<file path="config.mk">
export PLATFORM = sky130hd
export DESIGN_NAME = cpld2_sel_arbiter
export DESIGN_NICKNAME = d
export VERILOG_FILES = /design/src/rtl/cpld2_sel_arbiter_pkg.sv /design/src/rtl/cpld2_sel_arbiter_rr_pick5.sv /design/src/rtl/cpld2_sel_arbiter.sv
export SDC_FILE = /design/constraint.sdc
export NUM_CORES = 1
export LEC_CHECK = 0
export CORE_UTILIZATION = 58
export CTS_CLUSTER_DIAMETER = 120
export DETAILED_ROUTE_END_ITERATION = 10
export DONT_BUFFER_PORTS = 1
export PLACE_DENSITY = 0.8
export SYNTH_ARGS = -nofsm -noshare
export SYNTH_HDL_FRONTEND = slang
export SYNTH_SLANG_ARGS = --single-unit
</file>
<file path="constraint.sdc">
create_clock -name clk -period 3.3 [get_ports clk]
set_input_delay 0.66 -clock clk [delete_from_list [all_inputs] [get_ports clk]]
set_output_delay 0.66 -clock clk [all_outputs]
set_load 0.005 [all_outputs]
</file>
<file path="src/rtl/cpld2_sel_arbiter_pkg.sv">
// Shared types and constants for the CPLD2 select-datapath arbiter.
// Holds the FSM state encoding, lane/select widths and the idle select code.
package cpld2_arb_pkg;

  localparam int unsigned N_REQ = 5;
  localparam int unsigned SEL_W = 3;
  localparam logic [SEL_W-1:0] IDLE_SEL = 3'd7;

  typedef enum logic [1:0] {
    IDLE  = 2'd0,
    GRANT = 2'd1,
    GAP   = 2'd2
  } state_t;

  function automatic logic [N_REQ-1:0] onehot5(input logic [SEL_W-1:0] idx);
    logic [N_REQ-1:0] r;
    r = '0;
    r[idx] = 1'b1;
    return r;
  endfunction

endpackage

</file>
<file path="src/rtl/cpld2_sel_arbiter_rr_pick5.sv">
// Rotating-priority encoder: first requester at or after ptr, wrapping mod 5.
// ptr is expected to stay in 0..4.
module rr_pick5
  import cpld2_arb_pkg::*;
(
  input  logic [N_REQ-1:0] req,
  input  logic [SEL_W-1:0] ptr,
  output logic             any,
  output logic [SEL_W-1:0] win
);

  logic [3:0]       sum;
  logic [SEL_W-1:0] idx;

  always_comb begin
    any = 1'b0;
    win = '0;
    sum = '0;
    idx = '0;
    for (int unsigned k = 0; k < N_REQ; k++) begin
      // 4-bit sum so ptr+k (up to 8) cannot overflow before the mod-5 wrap
      sum = {1'b0, ptr} + 4'(k);
      if (sum >= 4'(N_REQ)) sum = sum - 4'(N_REQ);
      idx = sum[SEL_W-1:0];
      if (!any && req[idx]) begin
        any = 1'b1;
        win = idx;
      end
    end
  end

endmodule

</file>
<file path="src/rtl/cpld2_sel_arbiter.sv">
// Round-robin owner of the CPLD2 sel input: bounded hold, break-before-make gap,
// all outputs registered.
module cpld2_sel_arbiter
  import cpld2_arb_pkg::*;
#(
  parameter int unsigned MAX_HOLD   = 8,
  parameter int unsigned GAP_CYCLES = 1
) (
  input  logic             clk,
  input  logic             rst,
  input  logic [N_REQ-1:0] req,
  output logic [N_REQ-1:0] grant,
  output logic [SEL_W-1:0] sel,
  output logic             active,
  output logic             timeout,
  output logic [7:0]       hold_cnt
);

  state_t           state;
  logic [SEL_W-1:0] ptr;
  logic [3:0]       gap_cnt;
  logic             pick_any;
  logic [SEL_W-1:0] pick_win;
  logic             owner_req;
  logic             at_limit;

  rr_pick5 u_pick (
    .req (req),
    .ptr (ptr),
    .any (pick_any),
    .win (pick_win)
  );

  // sel holds the owner index while in GRANT, so it doubles as the owner register
  always_comb begin
    owner_req = req[sel];
    at_limit  = (hold_cnt == 8'(MAX_HOLD));
  end

  always_ff @(posedge clk) begin
    if (rst) begin
      state    <= IDLE;
      grant    <= '0;
      sel      <= IDLE_SEL;
      active   <= 1'b0;
      timeout  <= 1'b0;
      hold_cnt <= '0;
      ptr      <= '0;
      gap_cnt  <= '0;
    end else begin
      timeout <= 1'b0;
      case (state)
        IDLE: begin
          if (pick_any) begin
            state    <= GRANT;
            grant    <= onehot5(pick_win);
            sel      <= pick_win;
            active   <= 1'b1;
            hold_cnt <= 8'd1;
          end
        end
        GRANT: begin
          if (!owner_req || at_limit) begin
            state    <= GAP;
            grant    <= '0;
            sel      <= IDLE_SEL;
            active   <= 1'b0;
            hold_cnt <= '0;
            ptr      <= (sel == 3'd4) ? '0 : sel + 3'd1;
            timeout  <= owner_req;
            gap_cnt  <= 4'd1;
          end else begin
            hold_cnt <= hold_cnt + 8'd1;
          end
        end
        GAP: begin
          if (gap_cnt == 4'(GAP_CYCLES)) begin
            gap_cnt <= '0;
            if (pick_any) begin
              state    <= GRANT;
              grant    <= onehot5(pick_win);
              sel      <= pick_win;
              active   <= 1'b1;
              hold_cnt <= 8'd1;
            end else begin
              state <= IDLE;
            end
          end else begin
            gap_cnt <= gap_cnt + 4'd1;
          end
        end
        default: begin
          state    <= IDLE;
          grant    <= '0;
          sel      <= IDLE_SEL;
          active   <= 1'b0;
          hold_cnt <= '0;
        end
      endcase
    end
  end

endmodule

</file>
* Yosys cells after proc, flatten, opt, wreduce, memory -nomap -nowiden
Cells that the tools add are included.
Word-level totals: bits in registers 27, input bits 7, output and inout port bits 18, logic and storage cells 115
Operators by class: $add $sub $neg 12, magnitude comparators 13, equality and inequality tests 8, multiplexer cells 54, bitwise logic cells 2, reductions and logical operators 18
Operators by type and width (number):
- 3-bit 2-to-1 mux | 14
- 3-bit by 4-bit < comparator with 1-bit output (second input constant) | 7
- 8-bit 2-to-1 mux | 3
- 8-bit case mux with 3 select lines | 1
- 1-bit binary-select mux with 3-bit select | 6
- 4-bit by 3-bit greater-or-equal comparator with 1-bit output (second input constant) | 4
- 1-bit 2-to-1 mux | 16
- 5-bit 2-to-1 mux | 3
- 5-bit case mux with 3 select lines | 1
- 3-bit subtractor (second input constant) | 5
- 3-bit case mux with 3 select lines | 1
- 3-bit by 2-bit adder with 4-bit output (second input constant) | 2
- 8-bit by 1-bit adder with 8-bit output (second input constant) | 1
- 8-bit by 4-bit == test with 1-bit output (second input constant) | 1
- 4-bit 2-to-1 mux | 2
- 4-bit case mux with 2 select lines | 1
- 2-bit 2-to-1 mux | 3
- 2-bit != test (second input constant) | 3
- 2-bit case mux with 3 select lines | 1
- 2-bit AND reduction | 3
- 1-bit logical AND | 5
- 1-bit zero test | 5
- 3-bit by 1-bit adder with 4-bit output (second input constant) | 1
- 3-bit by 3-bit adder with 4-bit output (second input constant) | 1
- 16 further kinds | 17

* Logic depth before layout (Yosys ltp)
depth after elaboration 24, depth in mapped cells 15, mapped depth without buffers 13

* By module
A second synthesis with hierarchy kept.
Second synthesis, totals: cell total of the unflattened synthesis 290, area total of the unflattened synthesis 2457.4 um^2
By module, submodules not included:
- cpld2_sel_arbiter | times used 1, cells each 155, area an instance 1362.6 um^2
- rr_pick5 | times used 1, cells each 135, area an instance 1094.8 um^2

* Worst setup path before layout
Ideal clock, no wire load.
path kind flip-flop to flip-flop, start point register ptr[1], end point register grant[2], arrival time 3.246 ns, path slack -0.020 ns, stages on the path, launching flop included 14, clock period less this slack 3.320 ns, cell sequence dfxtp_1 > clkbuf_1 > inv_1 > ha_1 > buf_6 > mux2_2 > o31ai_1 > o41ai_2 > a2111oi_4 > nand2_2 > o21ai_2 > nand2b_1 > buf_2 > o22ai_1
On the way: longest elaborated chain between the ends 24, elaborated cells between the ends (all ways) 55, classes of those cells 9 x add/sub; 7 x order compare; 30 x mux; 9 x reduce/logical
RTL lines:
- start, declared | line cpld2_sel_arbiter.sv:20 | logic [SEL_W-1:0] ptr;
- start signal, assigned | line cpld2_sel_arbiter.sv:69 | ptr <= (sel == 3'd4) ? '0 : sel + 3'd1;
- branches (longest 21 deep; another with 3-bit by 1-bit adder with 4-bit output)
- 5-bit 2-to-1 mux (*) | line cpld2_sel_arbiter.sv:54, cpld2_sel_arbiter.sv:79
- 5-bit 2-to-1 mux | line cpld2_sel_arbiter.sv:77 | if (gap_cnt == 4'(GAP_CYCLES)) begin
- 5-bit case mux with 3 select lines (*) | line cpld2_sel_arbiter.sv:52 | case (state)
- end signal, assigned | line cpld2_sel_arbiter.sv:56 | grant <= onehot5(pick_win);
- end signal, assigned | line cpld2_sel_arbiter.sv:81 | grant <= onehot5(pick_win);
- end, declared | line cpld2_sel_arbiter.sv:12 | output logic [N_REQ-1:0] grant,
Mark *: on every way between the ends. The select of a mux whose other input is x is not followed. A chain may end at the register's enable or synchronous reset.

* Worst setup path after layout
start point register ptr[0], end point register sel[1]
On the way: longest elaborated chain between the ends 20, elaborated cells between the ends (all ways) 50, classes of those cells 9 x add/sub; 5 x order compare; 28 x mux; 8 x reduce/logical
RTL lines:
- branches (longest 17 deep; another with 3-bit by 1-bit adder with 4-bit output)
- 3-bit 2-to-1 mux (*) | line cpld2_sel_arbiter.sv:54, cpld2_sel_arbiter.sv:79
- 3-bit 2-to-1 mux | line cpld2_sel_arbiter.sv:77
- 3-bit case mux with 3 select lines (*) | line cpld2_sel_arbiter.sv:52
- end signal, assigned | line cpld2_sel_arbiter.sv:57 | sel <= pick_win;
- end signal, assigned | line cpld2_sel_arbiter.sv:82 | sel <= pick_win;
- end, declared | line cpld2_sel_arbiter.sv:13 | output logic [SEL_W-1:0] sel,
Marks and branches as above.

==> results.md <==
Clocking:
- Clock-pin slew was measured on the worst setup and hold paths at 0.09 ns.
- The number of buffers inserted during clock tree synthesis is 3.
- The tree is rooted in a sky130_fd_sc_hd__clkbuf_8.
- No sink is reached through more buffers than the 2 on the longest clock path.
- TritonCTS built the clock tree.
- The insertion delay to the later sink of the worst-skew pair is 0.27 ns.
- For this design, the sink count on the clock tree is 27.
- The number of levels the H-tree was split into is 1.

Synthesis:
- Sorting the synthesized cells by area gives the leading types as sky130_fd_sc_hd__dfxtp_1 (23%), sky130_fd_sc_hd__ha_1 (7.4%), sky130_fd_sc_hd__nor2_1 (4.8%).
- Yosys instantiated no cell more often than sky130_fd_sc_hd__nor2_1.
- The share of synthesized area occupied by flip-flops and latches is 22.9%.
- The distinct cell type count of the synthesized netlist is 71.
- The count of yosys warnings during synthesis is 0.
- The XOR/XNOR share of the synthesized area is 4.44%.
- Of all cell types, the one taking the most synthesized area is sky130_fd_sc_hd__dfxtp_1.
- The synthesized netlist occupies a cell area of 0.00236 mm2.
- Sorting the synthesized cells by how often they occur yields sky130_fd_sc_hd__nor2_1 (30), sky130_fd_sc_hd__dfxtp_1 (27), sky130_fd_sc_hd__a21oi_1 (19).
- The compound-cell area share of the yosys netlist is 28.8%.
- The count of flip-flops with a built-in enable after synthesis is 0.
- The synthesized netlist net count is 309.
- Summing the areas of all and, or, nand and nor instances in the mapped netlist gives 22.0% of the synthesized area.
- By area, the combinational part of the netlist is dominated by compound AO/OA/AOI/OAI gates.
- The share of Yosys cell area claimed by the top area cell type is 22.9%.
- In this run, synthesis produced a sequential element count of 27.
- The adder and majority gate portion of the synthesized area is 8.25%.
- The mean area per synthesized cell is 8.24 um2.
- For this run, the leading register cell type out of synthesis is sky130_fd_sc_hd__dfxtp_1.
- The multiplexer area fraction after synthesis is 7.99%.
- The synthesized netlist cell count is 287.
- The share of flip-flops with an asynchronous set or reset after synthesis is 0%.

Setup path:
- The kind of end point of the critical path is a flop.
- In this run the critical register-to-register path is captured at sel[1]$_SDFFE_PP1P_.
- In this run the worst path has a maximum fanout of 7.
- Counting cells, the worst reg-to-reg path comes to 13.
- The worst setup path is launched from a flop.
- STA puts the critical path data required time at 3.46 ns.
- The critical path class is reg -> reg.
- The setup check on the worst reg-to-reg path leaves a slack of 0.08 ns.
- STA puts the critical path data arrival time at 3.38 ns.
- The origin of the critical flop-to-flop path is ptr[0]$_SDFFE_PP0P_.

Power:
- The power per standard cell area is 1100 mW/mm2.
- VDD sags by at most 0.555 mV.
- Summed over all cells, the static leakage comes to 1.04 nW.

Timing:
- The slew of the pin with the lowest slew margin is 0.666 ns.
- The aggregate negative setup slack is 0 ns.
- The number of hold violations in the final report is 0.
- The upper clock frequency limit is 311 MHz.
- Setup violations remaining at the end of the flow were counted as 0.
- The worst-case setup margin in the final layout is 0.0806 ns.
- Dividing the final minimum period by the clock period gives 97.6%.
- The final-report max-slew violation count was 0.
- The headroom to the max-slew limit is 55.6%.
- The final critical delay including setup and external delays is 3.22 ns.
- The post-route clock skew is 0.00453 ns.
- The tightest hold path in the finished design has a slack of 0.443 ns.

Drt:
- The number of design-rule violations left by the first detailed-router iteration is 188.
- The via count normalized by instance count is 6.72.
- The count of nets left with antenna violations after detail routing is 0.
- In the final routed layout, each cell accounts on average for 17.7 um.
- In the routed design, unresolved DRC markers number 0.
- The first-pass detailed-route iteration total is 5.
- The final route contains 2371 vias.
- The final wirelength is 6240 um.

Cells and area:
- The signed area change from the synthesized netlist to the final layout is 14.7%.
- The net count of the finished layout is 328.
- The core occupancy in the finished layout is 71.9%.
- 0 antenna diodes ended up in the layout.
- The filler cells instantiated in the layout total 265.
- The share of final-layout standard cells stronger than drive strength 1 is 22.0%.

Global route:
- Across every metal layer, demand over resource in global routing totals 28.6%.
- The first global-routing pass estimated 9680 um of wire.
- The initial antenna violation count is 0.
- Entering global routing, the biggest net connects 16 pins.
- The remaining global-route overflow is 0.
- The number of global-route vias before repair is 2066.

Flow run:
- The count of max-cap constraint violations is 0.

Floorplan:
- The horizontal die dimension is 65.9 um.
- The number of I/O pins is 25.
- The overall die area is 0.00434 mm2.
- The die span in y is 65.9 um.
- The placement row count is 22.
- The initial cell density of the core is 62.7%.
- The total core area is 0.00377 mm2.

Hold path:
- The worst hold path class is in -> reg.
- Along the worst hold path, the cell count comes to 1.
- The beginning of the worst hold path is rst.
- The worst min-delay path endpoint is ptr[1]$_SDFFE_PP0P_.

Place:
- The half-perimeter wire length after detailed placement is 4330 um.
- At the end of routability-driven placement, the weighted congestion stood at 0.966.
- The worst slack at placement is -0.0579 ns.
- Input and output buffers added on the ports amount to 0.

Status:
- The flow ran to the end, and the final reports show no timing, DRC or antenna violations.
==> power by group <==
part	total [mW]	switching, mW	internal, mW
Sequential	0.513	0.103	0.410
Clock	0.187	0.103	0.0847
Combinational	2.28	1.24	1.04
Total	2.98	1.44	1.54
==> worst max path at each step <==
stage	start	depth (start not counted)	slack [ns]	to
floorplan	ptr[1]$_SDFFE_PP0P_	14	0.003	grant[2]$_SDFFE_PP0P_
global placement	ptr[1]$_SDFFE_PP0P_	12	0.05	grant[2]$_SDFFE_PP0P_
detailed placement	ptr[1]$_SDFFE_PP0P_	13	-0.06	hold_cnt[5]$_SDFFE_PP0P_
CTS	ptr[1]$_SDFFE_PP0P_	12	0.01	hold_cnt[5]$_SDFFE_PP0P_
global route	ptr[2]$_SDFFE_PP0P_	13	-0.04	sel[1]$_SDFFE_PP1P_
finish	ptr[0]$_SDFFE_PP0P_	13	0.08	sel[1]$_SDFFE_PP1P_
==> metal layers <==
metal  global-route usage (%)  up-vias  wire [um]
met4                     5.98        0        190
met2                     43.6      135       2750
met5                        0        -          0
met1                     41.0     1112       2740
li1                         -     1100          -
met3                     6.03       24        557
==> placed cells by master (no fill, tap or decap), drive strengths merged, types with 2 or more instances in the layout <==
cell,count
nor2,30
buf,27
dfxtp,27
a21oi,21
inv,19
nand2,14
ha,14
mux2i,11
nor3,9
nor2b,9
o21ai,9
o22ai,8
xor2,7
nand2b,6
a211oi,6
nand3,5
xnor2,5
a21o,4
or3,4
nand4,4
a31oi,4
o2bb2ai,4
nor3b,3
mux2,3
and3,3
clkbuf,3
or2,3
a2111oi,3
a32oi,3
o41ai,3
mux4,2
o21bai,2
and2,2
a22oi,2
o21a,2
==> stage by stage <==
stage                     std cells  power [mW]  cell area, um2
after floorplan                 287        1.96            2360
after global placement          344        2.45            2530
after detailed placement        344        2.48            2530
final                           353        2.98            2710
after global routing            353        3.19            2710
after CTS                       350        2.77            2630
==> cell families after synthesis <==
logic type,Yosys count
AO/OA/AOI/OAI,86
XOR/XNOR,12
adder cells (fa/ha/maj),15
buffers and inverters,32
flip-flops,27
multiplexers,16
AND/OR/NAND/NOR,99
==> critical path, cell delays in order, from the launching register on <==
cell	delay [ns]
sky130_fd_sc_hd__dfxtp_1	0.38
sky130_fd_sc_hd__inv_2	0.07
sky130_fd_sc_hd__ha_2	0.41
sky130_fd_sc_hd__buf_4	0.18
sky130_fd_sc_hd__mux2i_1	0.26
sky130_fd_sc_hd__a21oi_1	0.13
sky130_fd_sc_hd__a22oi_1	0.29
sky130_fd_sc_hd__nor2_1	0.14
sky130_fd_sc_hd__a2111oi_4	0.45
sky130_fd_sc_hd__buf_4	0.19
sky130_fd_sc_hd__nand2_1	0.08
sky130_fd_sc_hd__o2bb2ai_2	0.17
sky130_fd_sc_hd__a32oi_1	0.12
sky130_fd_sc_hd__or2_1	0.23
==> sequential cells by signal, indices dropped and copies added, names as in the netlist <==
name,count
active,1
gap_cnt,4
grant,5
hold_cnt,8
ptr,3
sel,3
state,2
timeout,1
==> cell type report <==
cell class              instances  area [um2]  share of cell area (%)
clock inverters                 1        5.00                   0.185
clock buffers                   3        41.3                    1.52
multi-input cells             228        1790                    66.0
repair buffers                 27         203                    7.48
flip-flops and latches         27         542                    20.0
inverters                      19        71.3                    2.63
well taps                      48        60.1                    2.22
==> timing repair <==
action | in CTS | in global routing
gates resized for setup | 5 | 12
buffers inserted | 2 | 3
hold endpoints to repair | 0 | 0
hold buffers | 0 | 0
setup endpoints to repair | 7 | 15
pin swaps | 1 | 1
Note: power is estimated with default switching activity, not from simulation.
